===== src/rtl/cpu_pkg.sv =====
// rtl/cpu_pkg.sv - shared CPU constants and register-index helper
package cpu_pkg;

    localparam int XLEN       = 32;
    localparam int CTRL_W     = 16;
    localparam int REG_ADDR_W = 5;
    localparam int NUM_REGS   = 32;

    // One-hot of a register index; x0 maps to all-zero so it can never be tracked
    function automatic logic [NUM_REGS-1:0] reg_onehot(input logic [REG_ADDR_W-1:0] r);
        reg_onehot = '0;
        if (r != '0) begin
            reg_onehot[r] = 1'b1;
        end
    endfunction

endpackage


===== src/rtl/operand_fetch_stage_scoreboard.sv =====
// rtl/operand_fetch_stage_scoreboard.sv - pending-write busy vector with hazard query
module operand_fetch_stage_scoreboard
    import cpu_pkg::*;
(
    input  logic                  clk,
    input  logic                  reset_n,
    input  logic                  i_set_en,
    input  logic [REG_ADDR_W-1:0] i_set_rd,
    input  logic                  i_wb_clr_en,
    input  logic [REG_ADDR_W-1:0] i_wb_clr_rd,
    input  logic                  i_fl_clr_en,
    input  logic [REG_ADDR_W-1:0] i_fl_clr_rd,
    input  logic [REG_ADDR_W-1:0] i_rs1,
    input  logic [REG_ADDR_W-1:0] i_rs2,
    input  logic [REG_ADDR_W-1:0] i_rd,
    input  logic                  i_rd_wen,
    output logic                  o_hazard,
    output logic [NUM_REGS-1:0]   o_busy
);

    logic [NUM_REGS-1:0] r_busy;
    logic [NUM_REGS-1:0] w_set;
    logic [NUM_REGS-1:0] w_wb_clr;
    logic [NUM_REGS-1:0] w_fl_clr;
    logic [NUM_REGS-1:0] w_pending;

    assign w_set    = i_set_en    ? reg_onehot(i_set_rd)    : '0;
    assign w_wb_clr = i_wb_clr_en ? reg_onehot(i_wb_clr_rd) : '0;
    assign w_fl_clr = i_fl_clr_en ? reg_onehot(i_fl_clr_rd) : '0;

    // A writer retiring this cycle no longer blocks; bit 0 is never set so x0 is masked
    assign w_pending = r_busy & ~w_wb_clr;
    assign o_hazard  = w_pending[i_rs1] | w_pending[i_rs2] | (i_rd_wen & w_pending[i_rd]);
    assign o_busy    = r_busy;

    // Busy vector update: clears first, then a new issue's set takes priority
    always_ff @(posedge clk or negedge reset_n) begin
        if (!reset_n) begin
            r_busy <= '0;
        end else begin
            r_busy <= (r_busy & ~w_wb_clr & ~w_fl_clr) | w_set;
        end
    end

endmodule


===== src/rtl/operand_fetch_stage.sv =====
// rtl/operand_fetch_stage.sv - decode-to-execute operand fetch with bypass and hazard stall
module operand_fetch_stage #(
    parameter int XLEN   = cpu_pkg::XLEN,
    parameter int CTRL_W = cpu_pkg::CTRL_W
) (
    input  logic                          clk,
    input  logic                          reset_n,
    input  logic                          in_valid,
    output logic                          in_ready,
    input  logic [cpu_pkg::REG_ADDR_W-1:0] in_rs1,
    input  logic [cpu_pkg::REG_ADDR_W-1:0] in_rs2,
    input  logic [cpu_pkg::REG_ADDR_W-1:0] in_rd,
    input  logic                          in_rd_wen,
    input  logic [XLEN-1:0]               in_imm,
    input  logic [CTRL_W-1:0]             in_ctrl,
    output logic [cpu_pkg::REG_ADDR_W-1:0] rf_read_reg1,
    output logic [cpu_pkg::REG_ADDR_W-1:0] rf_read_reg2,
    input  logic [XLEN-1:0]               rf_read_data1,
    input  logic [XLEN-1:0]               rf_read_data2,
    input  logic                          wb_valid,
    input  logic                          wb_wen,
    input  logic [cpu_pkg::REG_ADDR_W-1:0] wb_rd,
    input  logic [XLEN-1:0]               wb_data,
    input  logic                          flush,
    output logic                          out_valid,
    input  logic                          out_ready,
    output logic [XLEN-1:0]               out_op_a,
    output logic [XLEN-1:0]               out_op_b,
    output logic [XLEN-1:0]               out_imm,
    output logic [CTRL_W-1:0]             out_ctrl,
    output logic [cpu_pkg::REG_ADDR_W-1:0] out_rd,
    output logic                          out_rd_wen
);

    logic                           r_out_valid;
    logic [XLEN-1:0]                r_out_op_a;
    logic [XLEN-1:0]                r_out_op_b;
    logic [XLEN-1:0]                r_out_imm;
    logic [CTRL_W-1:0]              r_out_ctrl;
    logic [cpu_pkg::REG_ADDR_W-1:0] r_out_rd;
    logic                           r_out_rd_wen;

    logic            w_hazard;
    logic            w_space;
    logic            w_issue;
    logic            w_fl_clr_en;
    logic [XLEN-1:0] w_op_a;
    logic [XLEN-1:0] w_op_b;
    logic [cpu_pkg::NUM_REGS-1:0] w_busy;

    assign rf_read_reg1 = in_rs1;
    assign rf_read_reg2 = in_rs2;

    assign w_space  = !r_out_valid || out_ready;
    assign in_ready = w_space && !w_hazard && !flush;
    assign w_issue  = in_valid && in_ready;

    // A flushed writer will never return a writeback, so release its busy bit here
    assign w_fl_clr_en = flush && r_out_valid && r_out_rd_wen;

    operand_fetch_stage_scoreboard u_sb (
        .clk         (clk),
        .reset_n     (reset_n),
        .i_set_en    (w_issue && in_rd_wen),
        .i_set_rd    (in_rd),
        .i_wb_clr_en (wb_valid),
        .i_wb_clr_rd (wb_rd),
        .i_fl_clr_en (w_fl_clr_en),
        .i_fl_clr_rd (r_out_rd),
        .i_rs1       (in_rs1),
        .i_rs2       (in_rs2),
        .i_rd        (in_rd),
        .i_rd_wen    (in_rd_wen),
        .o_hazard    (w_hazard),
        .o_busy      (w_busy)
    );

    // Operand bypass: x0 is zero, same-cycle writeback beats the stale register-file value
    always_comb begin
        w_op_a = rf_read_data1;
        w_op_b = rf_read_data2;
        if (in_rs1 == '0) begin
            w_op_a = '0;
        end else if (wb_valid && wb_wen && (wb_rd == in_rs1)) begin
            w_op_a = wb_data;
        end
        if (in_rs2 == '0) begin
            w_op_b = '0;
        end else if (wb_valid && wb_wen && (wb_rd == in_rs2)) begin
            w_op_b = wb_data;
        end
    end

    // Output register: load on issue, drop on flush or consume, otherwise hold
    always_ff @(posedge clk or negedge reset_n) begin
        if (!reset_n) begin
            r_out_valid  <= 1'b0;
            r_out_op_a   <= '0;
            r_out_op_b   <= '0;
            r_out_imm    <= '0;
            r_out_ctrl   <= '0;
            r_out_rd     <= '0;
            r_out_rd_wen <= 1'b0;
        end else if (w_issue) begin
            r_out_valid  <= 1'b1;
            r_out_op_a   <= w_op_a;
            r_out_op_b   <= w_op_b;
            r_out_imm    <= in_imm;
            r_out_ctrl   <= in_ctrl;
            r_out_rd     <= in_rd;
            r_out_rd_wen <= in_rd_wen;
        end else if (flush || out_ready) begin
            r_out_valid  <= 1'b0;
        end
    end

    assign out_valid  = r_out_valid;
    assign out_op_a   = r_out_op_a;
    assign out_op_b   = r_out_op_b;
    assign out_imm    = r_out_imm;
    assign out_ctrl   = r_out_ctrl;
    assign out_rd     = r_out_rd;
    assign out_rd_wen = r_out_rd_wen;

endmodule


===== config.mk =====
export PLATFORM = sky130hd
export DESIGN_NAME = operand_fetch_stage
export DESIGN_NICKNAME = d
export VERILOG_FILES = /design/src/rtl/cpu_pkg.sv /design/src/rtl/operand_fetch_stage_scoreboard.sv /design/src/rtl/operand_fetch_stage.sv
export SDC_FILE = /design/constraint.sdc
export NUM_CORES = 1
export LEC_CHECK = 0
export ABC_AREA = 0
export CELL_PAD_IN_SITES_DETAIL_PLACEMENT = 1
export CELL_PAD_IN_SITES_GLOBAL_PLACEMENT = 2
export CORE_UTILIZATION = 29
export DETAILED_ROUTE_END_ITERATION = 7
export HOLD_SLACK_MARGIN = 0.06
export PLACE_DENSITY_LB_ADDON = 0.1
export SLEW_MARGIN = 5
export SYNTH_ARGS = -nofsm -noshare
export SYNTH_HDL_FRONTEND = slang
export SYNTH_SLANG_ARGS = --single-unit

===== constraint.sdc =====
create_clock -name clk -period 2.6 [get_ports clk]
set_input_delay 0.52 -clock clk [delete_from_list [all_inputs] [get_ports clk]]
set_output_delay 0.52 -clock clk [all_outputs]
set_load 0.03 [all_outputs]

# --- Word-level counts from Yosys, hierarchy flattened ---
# Index checks and enable logic that the tools add are counted.
classes:
  n_lt_le_gt_ge: 8
  eq_ne: 2
  mux: 24
  bitwise: 8
  reduce_logical: 23
op_table:
  columns: ["op", "count"]
  rows:
  - ["$mux W32", 10]
  - ["$and A32 B32 Y32", 2]
  - ["$not A32 Y32", 2]
  - ["$or A32 B32 Y32", 1]
  - ["$lt A5 B6 Y1 const B", 5]
  - ["$bmux W1 S5", 3]
  - ["$demux W1 S5", 3]
  - ["$ge A5 B1 Y1 const B", 3]
  - ["$reduce_bool A5 Y1", 3]
  - ["$logic_and A1 B1 Y1", 12]
  - ["$eq A5 B5 Y1", 2]
  - ["$logic_not A5 Y1", 2]
  - ["$mux W1", 8]
  - ["$logic_not A1 Y1", 3]
  - ["$logic_or A1 B1 Y1", 2]
  - ["$or A1 B1 Y1", 2]
  - ["$reduce_bool A2 Y1", 1]
  - ["$and A1 B1 Y1", 1]
totals:
  ff_bits: 151
  input_bits: 172
  wordCells: 73

# --- Logic depth before layout (Yosys ltp) ---
# Gate-level depths: netlist of the first run.
depth:
  ltp_word: 19
  depth_mapped: 12

# --- Modules after synthesis ---
# From an unflattened synthesis of the first run, not the netlist that was laid out.
hier_totals:
  hier_cells: 853
  hier_area_um2: 7888.8
modules_own_cells:
  columns: ["mod", "n_inst", "cells_each", "area_per_inst_um2", "seq_area_each_um2"]
  rows:
  - ["operand_fetch_stage", 1, 537, 5250.0, 2977.9]
  - ["operand_fetch_stage_scoreboard", 1, 316, 2638.8, 800.8]

# --- Least setup slack after synthesis of the first run ---
# No wires, ideal clock.
synth_timing:
  kind: "input -> output"
  start: "input in_rs1[0] (netlist bit)"
  end: "output in_ready"
  arrival_time_ns: 2.322
  required_ns: 2.080
  setup_slack_ns: -0.242
  stages: 9
  cell_sequence: "buf_2 > buf_2 > mux2i_1 > nor2_1 > o22ai_1 > a31oi_1 > nor4_2 > o41ai_1 > nor2_1"
synth_between:
  elab_chain_len: 7
synth_rtl:
  columns: ["element", "line", "rtl"]
  rows:
  - ["from (decl)", "operand_fetch_stage.sv:10", "input logic [cpu_pkg::REG_ADDR_W-1:0] in_rs1,"]
  - ["$bmux W1 S5", "operand_fetch_stage_scoreboard.sv:33", "assign o_hazard = w_pending[i_rs1] | w_pending[i_rs2] | (i_rd_wen & w_pending[i_rd]);"]
  - ["$mux W1 (not written as such)", "operand_fetch_stage_scoreboard.sv:33", null]
  - ["$or A1 B1 Y1 (2 in a row)", "operand_fetch_stage_scoreboard.sv:33", null]
  - ["$logic_not A1 Y1", "operand_fetch_stage.sv:55", "assign in_ready = w_space && !w_hazard && !flush;"]
  - ["$logic_and A1 B1 Y1 (2 in a row)", "operand_fetch_stage.sv:55", null]
  - ["to (decl)", "operand_fetch_stage.sv:9", "output logic in_ready,"]
# Every way passes these cells. The select of a mux whose other input is x is not followed.

# --- Final worst setup path of the first run ---
layout_timing:
  start: "input wb_rd[3] (netlist bit)"
  end: "output in_ready"
layout_between:
  elab_chain_len: 15
layout_rtl:
  columns: ["element", "line", "rtl"]
  rows:
  - ["from (decl)", "operand_fetch_stage.sv:22", "input logic [cpu_pkg::REG_ADDR_W-1:0] wb_rd,"]
  - ["$lt A5 B6 Y1 (not written as such) or $ge A5 B1 Y1 (tied branches)", "cpu_pkg.sv:13", "reg_onehot[r] = 1'b1;"]
  - ["$logic_and A1 B1 Y1 (not written as such)", "cpu_pkg.sv:13", null]
  - ["$mux W1 (not written as such)", "cpu_pkg.sv:13", null]
  - ["$demux W1 S5", null, null]
  - ["$mux W32 (*)", "cpu_pkg.sv:12", "if (r != '0) begin"]
  - ["$mux W32 (*)", "operand_fetch_stage_scoreboard.sv:28", "assign w_wb_clr = i_wb_clr_en ? reg_onehot(i_wb_clr_rd) : '0;"]
  - ["$not A32 Y32 (*)", "operand_fetch_stage_scoreboard.sv:32", "assign w_pending = r_busy & ~w_wb_clr;"]
  - ["$and A32 B32 Y32 (*)", "operand_fetch_stage_scoreboard.sv:32", null]
  - ["$bmux W1 S5", "operand_fetch_stage_scoreboard.sv:33", null]
  - ["$mux W1 (not written as such)", "operand_fetch_stage_scoreboard.sv:33", null]
  - ["$or A1 B1 Y1 or $and A1 B1 Y1 (tied branches)", "operand_fetch_stage_scoreboard.sv:33", null]
  - ["$or A1 B1 Y1 (*)", "operand_fetch_stage_scoreboard.sv:33", null]
  - ["$logic_not A1 Y1 (*)", "operand_fetch_stage.sv:55", null]
  - ["$logic_and A1 B1 Y1 (*) (2 in a row)", "operand_fetch_stage.sv:55", null]
# Every way passes the cells marked *; elsewhere a longest branch is shown, timed or not. The select of a mux whose other input is x is not followed.

==> results of run 1 <==
## power groups by stage
| stage | registers, mW | logic, mW | clock network [mW] |
|---|---|---|---|
| floorplan | 4.63 | 1.26 | 0 |
| global placement | 3.43 | 4.72 | 0 |
| detailed placement | 3.44 | 4.77 | 0 |
| CTS | 3.43 | 4.91 | 2.56 |
| global route | 3.51 | 5.33 | 2.64 |
| finish | 3.43 | 5.09 | 2.49 |
## repair_timing
action / in CTS / in global routing
setup endpoints to repair: 151 / 151
gates cloned: 4 / 5
buffers inserted: 21 / 23
pin swaps: 30 / 45
gates resized for setup: 121 / 141
## state kept, by name, summed over array words and instances (netlist names)
name and cells:
out_rd_wen 1, out_valid 1, out_rd 5, out_op_b 32, out_imm 32, u_sb.o_busy 32
out_ctrl 16, out_op_a 32
## cells in the mapped netlist (6+ instances only)
| cell | count | area share [%] |
|---|---|---|
| a211oi_1 | 6 | 0.50 |
| a21boi_0 | 7 | 0.58 |
| a21oi_1 | 13 | 0.72 |
| a311oi_1 | 10 | 0.97 |
| a31oi_1 | 7 | 0.49 |
| buf_1 | 8 | 0.33 |
| buf_2 | 21 | 1.2 |
| buf_4 | 10 | 0.83 |
| buf_6 | 9 | 1.1 |
| clkbuf_1 | 23 | 0.96 |
| dfrtp_1 | 151 | 42 |
| inv_1 | 17 | 0.71 |
| mux2_2 | 52 | 6.5 |
| mux2_4 | 68 | 11 |
| mux2i_1 | 84 | 9.4 |
| nand2_1 | 20 | 0.83 |
| nand2b_1 | 9 | 0.63 |
| nand3_1 | 20 | 1.1 |
| nor2_1 | 81 | 3.4 |
| nor2b_1 | 8 | 0.56 |
| nor3_1 | 7 | 0.39 |
| o21ai_0 | 29 | 1.6 |
| o221ai_1 | 13 | 1.3 |
| o31ai_1 | 26 | 2.2 |
| xnor2_1 | 6 | 0.58 |
| xor2_1 | 7 | 0.68 |
## layer usage
| layer | up-vias | GRT usage [%] |
|---|---|---|
| met5 | - | 0 |
| met4 | 0 | 5.77 |
| met3 | 40 | 6.59 |
| met2 | 297 | 39.1 |
| met1 | 4345 | 28.0 |
| li1 | 3919 | - |
## through the flow
stage / setup slack, ns / hold slack [ns] / setup TNS [ns] / utilization (%)
finish: -0.464 / 0.0600 / -34.05 / 51.8
global route: -0.531 / 0.0909 / -42.92 / 51.8
CTS: -0.501 / 0.0750 / -46.34 / 48.8
detailed placement: -1.31 / 0.470 / -185.01 / 44.8
global placement: -1.24 / 0.463 / -177.46 / 44.8
floorplan: -0.102 / 0.224 / -7.21 / -
## worst max-delay path: stages
cell and delay (ns):
buf_12 0.11, nor4bb_4 0.25, buf_4 0.18, a21boi_2 0.07
buf_4 0.14, buf_6 0.12, a22oi_2 0.24, o2111ai_2 0.15
o22ai_2 0.27, buf_4 0.17, nand2_2 0.06, nor2_4 0.13
buf_12 0.13
## cell families after synthesis
| group | Yosys count | share of synthesized area (%) |
|---|---|---|
| compound gates | 159 | 13.1 |
| simple gates | 184 | 10.5 |
| flops | 151 | 42.0 |
| mux | 207 | 28.0 |
| xor+xnor | 13 | 1.27 |
| buf+inv | 88 | 5.13 |
## worst max-delay path by stage
| stage | endpoint | cells past startpoint |
|---|---|---|
| 6_report | in_ready | 13 |
| 5_1_grt | in_ready | 13 |
| 4_1_cts | in_ready | 12 |
| 3_5_place_dp | u_sb.o_busy[4] | 13 |
| 3_3_place_gp | out_op_b[4] | 10 |
| 2_1_floorplan | out_imm[10] | 11 |
## cell type report
type,instances,area (um2)
clock buffers,21,460
clock inverters,11,113
fillers,3204,14700
inverters,17,63.8
multi-input cells,563,5600
flip-flops and latches,151,3780
well taps,396,495
repair buffers,521,5290
==> impl_results.md, run 1 <==
* Status: finished, violations left
* Failing checks: negative setup slack
* Metal3 WL at 2.96 mm
* Power Internal at about 7 mW
* DR pass1 iterations at 4
* CTS sink cnt at 151
* CP Max Fanout at 5
* WL met1 at roughly 15 mm
* WP data required at about 2.1 ns
* # IOs at 302
* Max-Slew Margin vs Limit at between 20% and 30%
* Placed insts at around 1.6k
* Lkg Pwr at 7.28 nW
* Final GP Congestion at around 0.86
* Slew Limit Fails at 0
* Power share of the combinational group at between 40% and 50%
* Tot Pwr at about 11 mW
* Global-route usage over all layers at a little under a quarter
* Syn Nets at slightly below 1k
* Ys Warns at 0
* CP startpoint kind: primary input
* DIE WIDTH at between 150 and 200 um
* Setup crit start: wb_rd[3]
* Net Sw Power at around 4.1 mW
* Layout Skew at about 0.014 ns
* Sequential power share at roughly 31%
* First-pass GRT wire length at between 50 and 60 mm
* Largest net degree at the start of global routing at 57
* Net Sw Frac at a little under two fifths
* Starting Density at 29.5%
* Area grow syn2layout at 75.6%
* Final Cycle Share at 118%
* Worst skew pair latency at about 0.44 ns
* Post-DRT Antenna Nets at 0
* WL met2 at 18.6 mm
* Total wire length at between 30 and 40 mm
* Reg2reg setup slack at -0.27 ns
* Core area at 30,500 um2
* Syn Inst Count at 802
* CTS Buf Count at 17
* Finished Layout Cells at 1,680
* Die area at between 30,000 and 40,000 um2
* Synth Register Bits at roughly 150
* Final worst path period need at approximately 3 ns
* Synth Area per Inst at 11.2 um2
* Die height at between 150 and 200 um
* Final HPWL from detailed placement at approximately 27 mm
* Maximum clock path buffer count at 2
* Remaining DRCs at 0
* Worst Path Arrival at roughly 2.5 ns
* Endpoint class of the critical path: output port
* Vias in the first global route at between 9k and 10k
* Final instance area at roughly 16,000 um2
* Min-delay worst type: primary input to asynchronous set/reset pin
* 1st-iter DRT viols at 317
* Power density cells at ~700 nW/um2
* CP Class: primary input to output port
* Fraction of layout cells with a size suffix above 1 at 38.1%
* Top sig layer: met4
* Routed vias at 8,601
* Slew @ Worst Pin at 1.07 ns
* Synth unique cells at between 60 and 70
* Most common cell after layout, fill and taps aside: clkdlybuf4s50_1
* FF-to-FF Start: u_sb.o_busy[27]
* Worst-path clk slew at roughly 0.07 ns
* Max-capacitance violation count at 0
* Post-synthesis async set-or-reset flop share at 100%
* RSZ-0062 raised after global routing: true
* CTS hold repair buffers at 0
* Worst setup margin at -0.464 ns
* H-tree Lvls at 4
* Register area share after synthesis at a little over two fifths
* Mapped cell area at about 9000 um2
* Clk root buf: clkbuf_16
* Setup violations, final at about 150
* Clock network power share at ~23%
* Initial antenna violation count at 0
* DR WL/cell at 22.3 um
* Final Hold Fails at 0
* Commonest cells after routing, fill and taps aside: clkdlybuf4s50_1, buf_4, dfrtp_1
* Dpl cell area at approximately 14,000 um2
* DR vias/cell at 5.12
* Total gr overflow at 0
* VDD IR max at approximately 0.44 mV
* Ant diodes at 0
* EDFF count, synth at 0
* Reg2Reg Depth at 11
* Post-layout nets at 1,443
* Synth Flop Type: dfrtp_1
* CTS tree: done
* Port bufs at 301
* Fmax at between 300 and 400 MHz
* Rows at between 60 and 70
* Reg-to-reg endpoint: out_op_b[14]
No activity file was read; power rests on OpenSTA's default activity.
==> inputs of run 2 (changes only) <==
Settings changed: CTS_CLUSTER_DIAMETER set to 40.
==> results of run 2 <==
Final layout, timing and power as in run 1 (identical DEF).
